`config.mk`:
```
export PLATFORM = sky130hd
export DESIGN_NAME = maxpool_stream
export DESIGN_NICKNAME = d
export VERILOG_FILES = /design/src/rtl/maxpool_pkg.sv /design/src/rtl/stream_fifo2.sv /design/src/rtl/maxpool_stream.sv
export SDC_FILE = /design/constraint.sdc
export NUM_CORES = 1
export LEC_CHECK = 0
export CELL_PAD_IN_SITES_DETAIL_PLACEMENT = 1
export CELL_PAD_IN_SITES_GLOBAL_PLACEMENT = 1
export CORE_AREA = 2 2 88 123
export DETAILED_ROUTE_END_ITERATION = 7
export DIE_AREA = 0 0 90 125
export DONT_BUFFER_PORTS = 1
export PLACE_DENSITY = 0.7
export SLEW_MARGIN = 20
export SYNTH_ARGS = -nofsm -noshare
export SYNTH_HDL_FRONTEND = slang
export SYNTH_SLANG_ARGS = --single-unit
```
`constraint.sdc`:
```
create_clock -name clk -period 6.08 [get_ports clk]
set_clock_uncertainty 0.1 [all_clocks]
set_input_delay 1.216 -clock clk [delete_from_list [all_inputs] [get_ports clk]]
set_output_delay 1.216 -clock clk [all_outputs]
set_load 0.1 [all_outputs]
```
`src/rtl/maxpool_pkg.sv`:
```
// Shared types and helpers for the 1-D max-pooling stage.
package maxpool_pkg;
   localparam int T_DEF = 16;

   typedef logic signed [T_DEF-1:0] sample_t;

   typedef struct packed {
      sample_t data;
      logic    last;
   } out_entry_t;

   function automatic int n_out(input int n_in, input int pool);
      return (n_in + pool - 1) / pool;
   endfunction
endpackage

```
`src/rtl/stream_fifo2.sv`:
```
// Two-entry registered first-word-fall-through FIFO; head entry is presented
// directly on pop_data and reads as zero while empty.
module stream_fifo2 #(
   parameter int W = 17
) (
   input  logic         clk,
   input  logic         reset,
   input  logic [W-1:0] push_data,
   input  logic         push,
   output logic         full,
   input  logic         pop,
   output logic         empty,
   output logic [W-1:0] pop_data
);
   logic [W-1:0] head, tail;
   logic [1:0]   count;
   logic         do_push, do_pop;

   assign full     = (count == 2'd2);
   assign empty    = (count == 2'd0);
   assign do_push  = push & ~full;
   assign do_pop   = pop & ~empty;
   assign pop_data = empty ? '0 : head;

   always_ff @(posedge clk) begin
      if (reset) begin
         count <= 2'd0;
         head  <= '0;
         tail  <= '0;
      end else begin
         case ({do_push, do_pop})
            2'b10: begin
               if (count == 2'd0) head <= push_data;
               else               tail <= push_data;
               count <= count + 2'd1;
            end
            2'b01: begin
               head  <= tail;
               count <= count - 2'd1;
            end
            // push is gated by full, so a simultaneous push/pop only happens at count 1
            2'b11: head <= push_data;
            default: ;
         endcase
      end
   end
endmodule

```
`src/rtl/maxpool_stream.sv`:
```
// Streaming 1-D max pool: non-overlapping windows of POOL samples per N_IN-sample
// frame, signed max per window, frame-end marker on the last output.
module maxpool_stream
   import maxpool_pkg::*;
#(
   parameter int T    = T_DEF,
   parameter int N_IN = 32,
   parameter int POOL = 2
) (
   input  logic         clk,
   input  logic         reset,
   input  logic [T-1:0] s_data_in_y,
   input  logic         s_valid_y,
   output logic         s_ready_y,
   output logic [T-1:0] m_data_out_z,
   output logic         m_valid_z,
   input  logic         m_ready_z,
   output logic         m_last_z
);
   localparam int WW = (POOL > 1) ? $clog2(POOL) : 1;
   localparam int IW = (N_IN > 1) ? $clog2(N_IN) : 1;

   logic [WW-1:0]       win_cnt;
   logic [IW-1:0]       in_cnt;
   logic signed [T-1:0] max_r, x, cand;
   logic                in_beat, win_end, frame_end, close;
   logic                fifo_full, fifo_empty;
   logic [T:0]          fifo_out;

   assign x         = s_data_in_y;
   assign in_beat   = s_valid_y & s_ready_y;
   assign win_end   = (win_cnt == WW'(POOL - 1));
   assign frame_end = (in_cnt == IW'(N_IN - 1));
   assign close     = in_beat & (win_end | frame_end);
   assign cand      = (win_cnt == '0) ? x : ((x > max_r) ? x : max_r);

   // Ready only looks at FIFO occupancy, so downstream ready never reaches upstream.
   assign s_ready_y = ~reset & ~fifo_full;

   always_ff @(posedge clk) begin
      if (reset) begin
         win_cnt <= '0;
         in_cnt  <= '0;
         max_r   <= '0;
      end else if (in_beat) begin
         max_r   <= cand;
         win_cnt <= (win_end | frame_end) ? '0 : win_cnt + 1'b1;
         in_cnt  <= frame_end ? '0 : in_cnt + 1'b1;
      end
   end

   stream_fifo2 #(.W(T + 1)) u_fifo (
      .clk       (clk),
      .reset     (reset),
      .push_data ({cand, frame_end}),
      .push      (close),
      .full      (fifo_full),
      .pop       (m_valid_z & m_ready_z),
      .empty     (fifo_empty),
      .pop_data  (fifo_out)
   );

   assign m_valid_z    = ~fifo_empty;
   assign m_data_out_z = fifo_out[T:1];
   assign m_last_z     = fifo_out[0];
endmodule
```
=== Word level (Yosys, flattened, before mapping) ===
Cells that the tools add are included.

* Register bits: 58
* Input port bits: 20
* Word-level logic and storage cells: 40

* Add/sub/neg operators: 4
* Order comparisons: 1
* Equal/unequal tests: 6
* Multiplexer cells: 8
* Bitwise gates (word level): 10
* Reduce and logical (&&, ||, !) cells: 5

{| class="wikitable"
|+ Operator list
! kind !! number
|-
| case mux 17 bit (3 select lines) || 1
|-
| two-way mux 17 bit || 2
|-
| two-way mux 16 bit || 2
|-
| greater-than comparator 16 bit || 1
|-
| AND 1 bit || 6
|-
| equality test 2 bit, second input constant || 3
|-
| adder 5 x 1 -> 5 bit, second input constant || 1
|-
| equality test 5 bit, second input constant || 1
|-
| two-way mux 5 bit || 1
|-
| case mux 2 bit (2 select lines) || 1
|-
| AND reduction 2 bit || 2
|-
| NOT 1 bit || 3
|-
| nonzero test 3 bit || 1
|-
| adder 2 x 1 -> 2 bit, second input constant || 1
|-
| equality test 2 x 1 -> 1 bit, second input constant || 1
|-
| logical NOT 2 bit || 1
|-
| != test 2 x 1 -> 1 bit, second input constant || 1
|-
| nonzero test 2 bit || 1
|-
| subtractor 2 x 1 -> 2 bit, second input constant || 1
|-
| adder 1 bit, second input constant || 1
|-
| two-way mux 1 bit || 1
|-
| OR 1 bit || 1
|}

=== Depth between registers and ports, before layout ===
* Depth in word-level cells: 9
* Depth in mapped cells: 12

=== Cells and area by module ===
From an unflattened synthesis, not the netlist that was laid out.

* Cell total of the unflattened synthesis: 405
* Area total of the unflattened synthesis: 3538.4 um2

{| class="wikitable"
|+ Modules (own cells, without submodules)
! module !! times used !! cells an instance !! area each (um2) !! seq. area each (um2)
|-
| maxpool_stream || 1 || 215 || 1834.3 || 440.4
|-
| stream_fifo2 || 1 || 190 || 1704.1 || 720.7
|}

=== Least setup slack after synthesis ===
No wires, ideal clock.

* Path type: input to output
* Start point: input port reset
* End point: output port s_ready_y
* Arrival: 3267 ps
* Data required time: 4764 ps
* Setup slack: 1497 ps
* Stages on the path: 4
* Path buffers: 3
* Cells stage by stage: buf_2 > clkbuf_1 > buf_1 > a21oi_1

* Longest elaborated chain between the ends: 2

{| class="wikitable"
|+ RTL lines
! item !! RTL line !! RTL
|-
| start: declaration || maxpool_stream.sv:11 || <nowiki>input logic reset,</nowiki>
|-
| NOT 1 bit || maxpool_stream.sv:38 || <nowiki>assign s_ready_y = ~reset & ~fifo_full;</nowiki>
|-
| AND 1 bit || maxpool_stream.sv:38 ||
|-
| end: declaration || maxpool_stream.sv:14 || <nowiki>output logic s_ready_y,</nowiki>
|}

Every way passes these cells.

=== Final worst setup path ===
* Start point: input port s_data_in_y[13]
* End point: register u_fifo.head[9]

* Longest elaborated chain between the ends: 5

{| class="wikitable"
|+ RTL lines
! item !! RTL line !! RTL
|-
| start: declaration || maxpool_stream.sv:12 || <nowiki>input logic [T-1:0] s_data_in_y,</nowiki>
|-
| greater-than comparator 16 bit * || maxpool_stream.sv:35 || <nowiki>assign cand = (win_cnt == '0) ? x : ((x > max_r) ? x : max_r);</nowiki>
|-
| two-way mux 16 bit * (2 in series) || maxpool_stream.sv:35 ||
|-
| two-way mux 17 bit || stream_fifo2.sv:33 || <nowiki>if (count == 2'd0) head <= push_data;</nowiki>
|-
| case mux 17 bit (3 select lines) * || stream_fifo2.sv:31 || <nowiki>case ({do_push, do_pop})</nowiki>
|-
| end signal: assignment || stream_fifo2.sv:33 ||
|-
| end signal: assignment || stream_fifo2.sv:38 || <nowiki>head <= tail;</nowiki>
|-
| end signal: assignment || stream_fifo2.sv:42 || <nowiki>2'b11: head <= push_data;</nowiki>
|-
| end: declaration || stream_fifo2.sv:15 || <nowiki>logic [W-1:0] head, tail;</nowiki>
|}

Mark *: on every way between the ends. The rest lies on a longest branch, timed or not. The select of a mux whose other input is x is not followed.
A chain may end at the register's enable or synchronous reset.

==> impl_metrics.tcl <==
set metrics [dict create \
    status "finished clean" \
    ys_ff_latch 58 \
    async_flop_share_pct 0 \
    dieArea_mm2 0.0113 \
    pwr_density_cell_mw_per_mm2 271 \
    layout_min_cycle_time_ns 4.01 \
    fmax_mhz 250 \
    avgSynthCellArea_um2 7.91 \
    clkTransAtPathRegs_ns 0.05 \
    cts_htree_levels 3 \
    synth_edf_count 0 \
    required_ns 6.18 \
    gp_congestion 0.781 \
    reg2reg_from "in_cnt[0]" \
    antenna_found_initial 0 \
    vias 3302 \
    drc 0 \
    ctsHoldBuffers 0 \
    rr_endpoint "u_fifo.head[10]" \
    grt_overflow 0 \
    clockRootBuffer "clkbuf_16" \
    final.period_utilization_pct 65.9 \
    clock-sinks 58 \
    route.top_layer_used "met4" \
    slew_headroom_pct 21.4 \
    die_h_um 125 \
    syn_nets 479 \
    cts_tree "built" \
    diodes 0 \
    maxCapViolations 0 \
    ir_drop_v 0.000168 \
    finalSetupViolCount 0 \
    tns_ns 0 \
    wl_met2_mm 5.79 \
    critPathLaunchType "primary input" \
    worst_slew_pin_slew_ns 1.18 \
    ant_nets 0 \
    postCtsSetupBuffers 0 \
    portBuffers 0 \
    synth_ff_type "dfxtp_1" \
    reg2reg_slack_ns 2.46 \
    dr.pass1.iters 4 \
    syn_inst 439 \
    rsz0062_at_grt "false" \
    rows 44 \
    io_pins 39 \
    hold_path_end "u_fifo.tail[0]" \
    critPathMaxFanout 49 \
    worst-r2r-cell-count 11 \
    placed_area_mm2 0.00352 \
    mostFrequentLayoutCells "dfxtp_1 (58), nand2_1 (39), inv_1 (37)" \
    grt_max_degree 50 \
    cts_resized 0 \
    clockBufferDepth 2 \
    report.final.slew_viol_count 0 \
    initial_core_util_pct 33.9 \
    track_usage_pct 20.0 \
    fin_area_mm2 0.00377 \
    area_delta_synth_final_pct 8.53 \
    worstHoldStart "u_fifo.tail[0]" \
    end_kind "register" \
    vias_per_cell 5.96 \
    drive_gt1_share_pct 6.49 \
    grt_pass1_vias 3458 \
    hpwl_mm 6.90 \
    netlist_area_mm2 0.00347 \
    seq_area_frac_synth_pct 33.4 \
    postLayoutCoreUtil_pct 36.8 \
    cts_buffers 9 \
    arrival_ns 4.11 \
    yosysUniqueCellTypes 44 \
    drt_iter0_markers 161 \
    wl_met3_um 357 \
    insertion_delay_ns 0.33 \
    final_common_cell "dfxtp_1" \
    wl_met1_mm 4.61 \
    nets 452 \
    grt_pass1_wl_mm 18.1 \
    core_area_mm2 0.0102 \
    hold_depth 2 \
    min-delay-path-class "register to register" \
    crit_type "primary input to register" \
    wl_per_cell_um 20.0 \
    p_leak_nw 1.42 \
    drt_wl_total_mm 11.1 \
    die_w_um 90 \
    finalHoldViolCount 0 \
    ys_warn_count 0 \
]
## synthesized netlist by cell type (all sizes together) (2+ instances only)
library cell	n	share of area (%)
nand2b	3	0.54
o21ai	20	2.9
a311o	15	4.3
and2	19	3.4
ha	20	7.2
nand2	40	4.3
nor4	18	3.4
nor3	20	3.2
dfxtp	58	33
nor2	24	2.6
o221ai	2	0.50
o41ai	16	4.0
a211oi	18	3.9
a21oi	31	4.5
inv	37	4.0
o311ai	16	4.0
mux2i	3	0.86
or2	3	0.54
clkbuf	23	2.5
buf	20	3.4
nand3	17	2.4
and3	2	0.36
## registers in the layout, summed over array words and instances (netlist names)
name          flops
u_fifo.head      17
win_cnt           1
max_r            16
u_fifo.tail      17
u_fifo.count      2
in_cnt            5
## critical path, stage by stage
cell and delay [ns]:
ha_1 0.29, a21oi_1 0.15, o21ai_0 0.10, a311oi_1 0.56
a21oi_4 0.10, buf_4 0.31, or2_1 0.66, buf_12 0.34
a311o_1 0.36
## routing by layer
layer,vias to the layer above,track usage (%)
met5,-,0
met4,0,8.60
met3,19,3.98
met2,71,36.7
met1,1651,22.4
li1,1561,-
## per-stage QoR
stage | total power (W) | cells | hold slack [ns] | setup WS, ns
global placement | 0.000580 | 538 | 0.338 | 1.78
finish | 0.00102 | 554 | 0.366 | 2.07
CTS | 0.00103 | 554 | 0.363 | 2.13
detailed placement | 0.000588 | 539 | 0.356 | 1.77
floorplan | 0.000552 | 439 | 0.336 | 1.50
global route | 0.00107 | 554 | 0.389 | 2.03
## cell type report
type	instances	area [µm²]
sequential	58	1160
clock buffer	11	233
tap	138	173
inverter	37	139
timing repair buffer	5	57.6
multi-input combinational	301	1990
clock inverter	4	20.0
fill	1260	6470
## cells by family (layout without fill, tap and decap cells)
logic type / count (synthesis) / in the layout / synth area share, %
buffers and inverters: 80 / 57 / 9.87
AOI/OAI and AO/OA: 126 / 126 / 26.5
xor gates and xnor gates: 2 / 2 / 0.504
DFF: 58 / 58 / 33.4
and+or+nand+nor: 150 / 150 / 21.6
adders and majority gates: 20 / 20 / 7.20
muxes: 3 / 3 / 0.864
## report_power, final
part	internal, W	switching (W)
Clock	0.000270	0.000172
Sequential	0.000401	0.0000191
Combinational	0.0000451	0.000114
Total	0.000716	0.000306
## worst max-delay path by stage
stage	from	cells after the start	slack, ns	to
2_1_floorplan	reset	4	1.50	s_ready_y
3_3_place_gp	s_valid_y	9	1.78	u_fifo.head[14]
3_5_place_dp	s_data_in_y[13]	9	1.77	u_fifo.head[9]
4_1_cts	s_data_in_y[13]	9	2.13	u_fifo.head[9]
5_1_grt	s_data_in_y[13]	9	2.03	u_fifo.head[9]
6_report	s_data_in_y[13]	9	2.07	u_fifo.head[9]
Power figures use the tool's default switching activity.
==> patch 1, RTL diff (same settings) <==
Set the parameter `N_IN` to 16 (it was 32).
--- a/src/rtl/maxpool_stream.sv
+++ b/src/rtl/maxpool_stream.sv
@@ -6,3 +6,3 @@
    parameter int T    = T_DEF,
-   parameter int N_IN = 32,
+   parameter int N_IN = 16,
    parameter int POOL = 2
Behaviour: same outputs for any inputs over 4 cycles, from zero or initial values and one cycle with reset high; that may be too few to reach the edited logic, so the function may still have changed.
==> patch 1 against the unedited design <==
  * Critical path depth down 2
  * Routed wire length down 4.1%
  * Count of clock-buffer cells in the layout unchanged
  * Sequential power down 3%
  * Power down 3.2%
  * Sequential cell count down 1
  * Utilization down 0.75 points
  * Via count down 5.9%
  * Worst setup slack worse by 0.19 ns
  * Critical path type unchanged
  * Non-clock buffer count up 2
  * Final area down 2.0%
  * Area after synthesis down 3.6%
==> patch 1: results (changes against the unedited design) <==
synth:
  ys_top_cells_by_area: "dfxtp_1, nor2_1, ha_1"  # was dfxtp_1, ha_1, a21oi_1
  seq_area_frac_synth: 0.341  # was 0.334
  syn_area_per_cell_um2: 7.81  # was 7.91 um2
  syn-num-nets: 468  # was 479
  synth-compound-area-share: 0.192  # was 0.265
  synthTopCellsByCount: "nor2_1, dfxtp_1, nand3_1"  # was dfxtp_1, nand2_1, inv_1
  synth_mux_area_frac: 0.0564  # was 0.00864
setup_path:
  crit_slowest_cell: "or4b_2"  # was or2_1
  slowest_delay_ns: 0.99  # was 0.66 ns
  rr_startpoint: "max_r[15]"  # was in_cnt[0]
  critPathMaxFanout: 34  # was 49
  crit_start: "s_data_in_y[15]"  # was s_data_in_y[13]
  crit_family: "simple AND/OR/NAND/NOR gates"  # was compound AO/OA/AOI/OAI gates
finish:
  buffer_area_frac: 0.0142  # was 0.0153
  multiInputGateArea_mm2: 0.00198  # was 0.00199 mm2
  drive_gt1_frac: 0.108  # was 0.0649
  fill_cells: 1291  # was 1260
  fin_nets: 451  # was 452
  clkCellAreaFrac: 0.0711  # was 0.0670
  sh_seq_area: 0.309  # was 0.308
  multi_input_gates: 314  # was 301
global_route:
  grt_util_met1: 0.222  # was 0.224
  grt_pass1_wl_um: 16900  # was 18100 um
  grt_pass1_vias: 3217  # was 3458
run_status:
  status: "completed"  # unchanged
placement:
  post-place-ws_ns: 1.27  # was 1.77 ns
  dpl.hpwl_um: 6940  # was 6900 um
pwr:
  p_switching_mw: 0.273  # was 0.306 mW
  peakVddDrop_uv: 126  # was 168 uV
drt:
  via_count: 3107  # was 3302
  finalWirelength_um: 10600  # was 11100 um
  met2_wirelength_um: 5420  # was 5790 um
## patch 1: cell types whose count changed after synthesis, sizes merged, moves of 17 or more
cell	unedited run	this run
nor4	18	0
nor2	24	69
nand3	17	47
a211oi	18	1
## patch 1: per-stage QoR
stage	total power, mW	area [um2]	hold WS (ns)
2_1_floorplan	0.513	3350	0.336
3_3_place_gp	0.538	3430	0.337
3_5_place_dp	0.543	3430	0.357
4_1_cts	1.00	3690	0.393
5_1_grt	1.03	3690	0.413
6_report	0.989	3690	0.385
## patch 1: final timing paths
kind	to	cells after the start	slack (ns)
max	max_r[13]	7	1.89
min	u_fifo.tail[0]	2	0.39
min reg2reg	u_fifo.tail[0]	2	0.39
max reg2reg	max_r[13]	8	2.33
## patch 1: power groups by stage
stage / combinational (mW) / clock (mW) / sequential (mW)
floorplan: 0.104 / 0 / 0.409
global placement: 0.125 / 0 / 0.413
detailed placement: 0.129 / 0 / 0.414
CTS: 0.130 / 0.463 / 0.406
global route: 0.142 / 0.478 / 0.408
finish: 0.129 / 0.454 / 0.406
==> patch 2, RTL diff (same flow settings) <==
Made on the original files. Reset style: asynchronous (`reset`), changed in 2 clocked blocks.
--- a/src/rtl/stream_fifo2.sv
+++ b/src/rtl/stream_fifo2.sv
@@ -24,3 +24,3 @@
 
-   always_ff @(posedge clk) begin
+   always_ff @(posedge clk or posedge reset) begin
       if (reset) begin
--- a/src/rtl/maxpool_stream.sv
+++ b/src/rtl/maxpool_stream.sv
@@ -39,3 +39,3 @@
 
-   always_ff @(posedge clk) begin
+   always_ff @(posedge clk or posedge reset) begin
       if (reset) begin
Check against the original RTL: differs if reset is asserted again (counterexample within 4 cycles, from zero or initial values and one cycle with reset high); with reset held inactive, the same outputs for 10 cycles.
==> patch 2 against the unedited design <==
  * Utilization grew 5.2 points
  * Final area grew 14%
  * Register-to-register slack gained 0.06 ns
  * Via count grew 4.9%
  * Worst setup slack gained 0.10 ns
  * Die area is the same
  * Area after synthesis grew 13%
  * Sequential share of layout area grew 3.0 points
  * Count of clock-buffer cells in the layout grew 3
  * Sequential cell count is the same
  * Routed wire length grew 7.1%
  * Critical endpoint is now u_fifo.tail[15]
  * Highest routed layer unchanged
Power is not compared: it rests on default switching activity, and its combinational part moved more than twofold at a synthesized area within 25%.
==> patch 2: results (changes against the unedited design) <==
finish:
  sh_seq_area: 0.338  # was 0.308
  clock_buffers: 14  # was 11
  clkCellAreaFrac: 0.0695  # was 0.0670
  n_all_inverters: 21  # was 37
  n_antenna_cell: 0  # unchanged
  fill_cells: 1206  # was 1260
  drive_gt1_frac: 0.127  # was 0.0649
  multi_input_gates: 299  # was 301
  fin_nets: 437  # was 452
  buffer_area_frac: 0.0140  # was 0.0153
  multiInputGateArea_mm2: 0.00224  # was 0.00199 mm2
run_status:
  status: "completed"  # unchanged
placement:
  place_congestion: 0.748  # was 0.781
  dpl.hpwl_um: 7120  # was 6900 um
synth:
  async_flop_share: 1.00  # was 0
  synth_mux_area_frac: 0.0544  # was 0.00864
  ys_top_cells_by_area: "dfrtp_1, a311o_1, ha_1"  # was dfxtp_1, ha_1, a21oi_1
  yosysUniqueCellTypes: 42  # was 44
  synth_xor_area_frac: 0.00672  # was 0.00504
  synth-compound-area-share: 0.255  # was 0.265
  synthTopCellsByCount: "dfrtp_1, nor2_1, a211oi_1"  # was dfxtp_1, nand2_1, inv_1
  syn-num-nets: 457  # was 479
  synthAdderAreaFrac: 0.0640  # was 0.0720
  seq_area_frac_synth: 0.371  # was 0.334
drt:
  via_per_inst: 6.41  # was 5.96
  dr.pass1.iters: 6  # was 4
  drt_iter0_markers: 194  # was 161
hold_path:
  whs_path_depth: 1  # was 2
  hold_path.startpoint: "in_cnt[3]"  # was u_fifo.tail[0]
  holdPathEnd: "in_cnt[3]"  # was u_fifo.tail[0]
pwr:
  p_leak_nw: 1.61
setup_path:
  rr_startpoint: "u_fifo.count[0]"  # was in_cnt[0]
  crit_start: "reset"  # was s_data_in_y[13]
  reg2reg_slack_ns: 2.52  # was 2.46 ns
  r2r_cells: 10  # was 11
  crit_end: "u_fifo.tail[15]"  # was u_fifo.head[9]
  critPathMaxFanout: 33  # was 49
global_route:
  grt_max_degree: 59  # was 50
  grt_pass1_vias: 3896  # was 3458
sta:
  worst_pin_slew_ns: 1.11  # was 1.18 ns
-- patch 2: changes by cell type in the layout (fill, tap and decap cells not counted), moves of 16 or more --
| cell | unedited run | this run |
|---|---|---|
| a2111oi_0 | 0 | 16 |
| a21oi_1 | 29 | 7 |
| a311o_1 | 15 | 31 |
| dfrtp_1 | 0 | 58 |
| dfxtp_1 | 58 | 0 |
| inv_1 | 37 | 20 |
| mux2_2 | 0 | 17 |
| nand2_1 | 39 | 11 |
| nand3b_1 | 0 | 16 |
| nor4_1 | 17 | 1 |
| o311ai_0 | 16 | 0 |
| o41ai_1 | 16 | 0 |
-- patch 2: power breakdown --
| part | internal [mW] | switching (mW) | total, mW |
|---|---|---|---|
| Clock | 0.339 | 0.177 | 0.516 |
| Sequential | 0.583 | 0.183 | 0.766 |
| Combinational | 0.422 | 1.09 | 1.51 |
-- patch 2: routing by layer --
layer,wire length (um),share of wire,GRT usage
met5,0,0,0
met4,360,0.030,0.113
met3,461,0.039,0.0410
met2,6120,0.51,0.383
met1,4940,0.42,0.256
-- patch 2: per-stage QoR --
| step | setup slack, ns | hold slack (ns) | instance area (um2) | std cells |
|---|---|---|---|---|
| after floorplan | 1.08 | 0.337 | 3910 | 417 |
| after global placement | 1.90 | 0.359 | 4000 | 524 |
| after detailed placement | 1.85 | 0.368 | 4000 | 524 |
| after CTS | 2.18 | 0.380 | 4300 | 540 |
| after global routing | 1.95 | 0.412 | 4300 | 540 |
| final | 2.17 | 0.382 | 4300 | 540 |
-- patch 2: critical path, stage by stage --
cell,delay (ns)
a21oi_2,0.08
buf_4,0.30
nand2_1,0.31
or2_2,0.39
inv_1,0.06
ha_1,0.14
nand2_1,0.62
a2111oi_0,0.75
a211oi_1,0.09
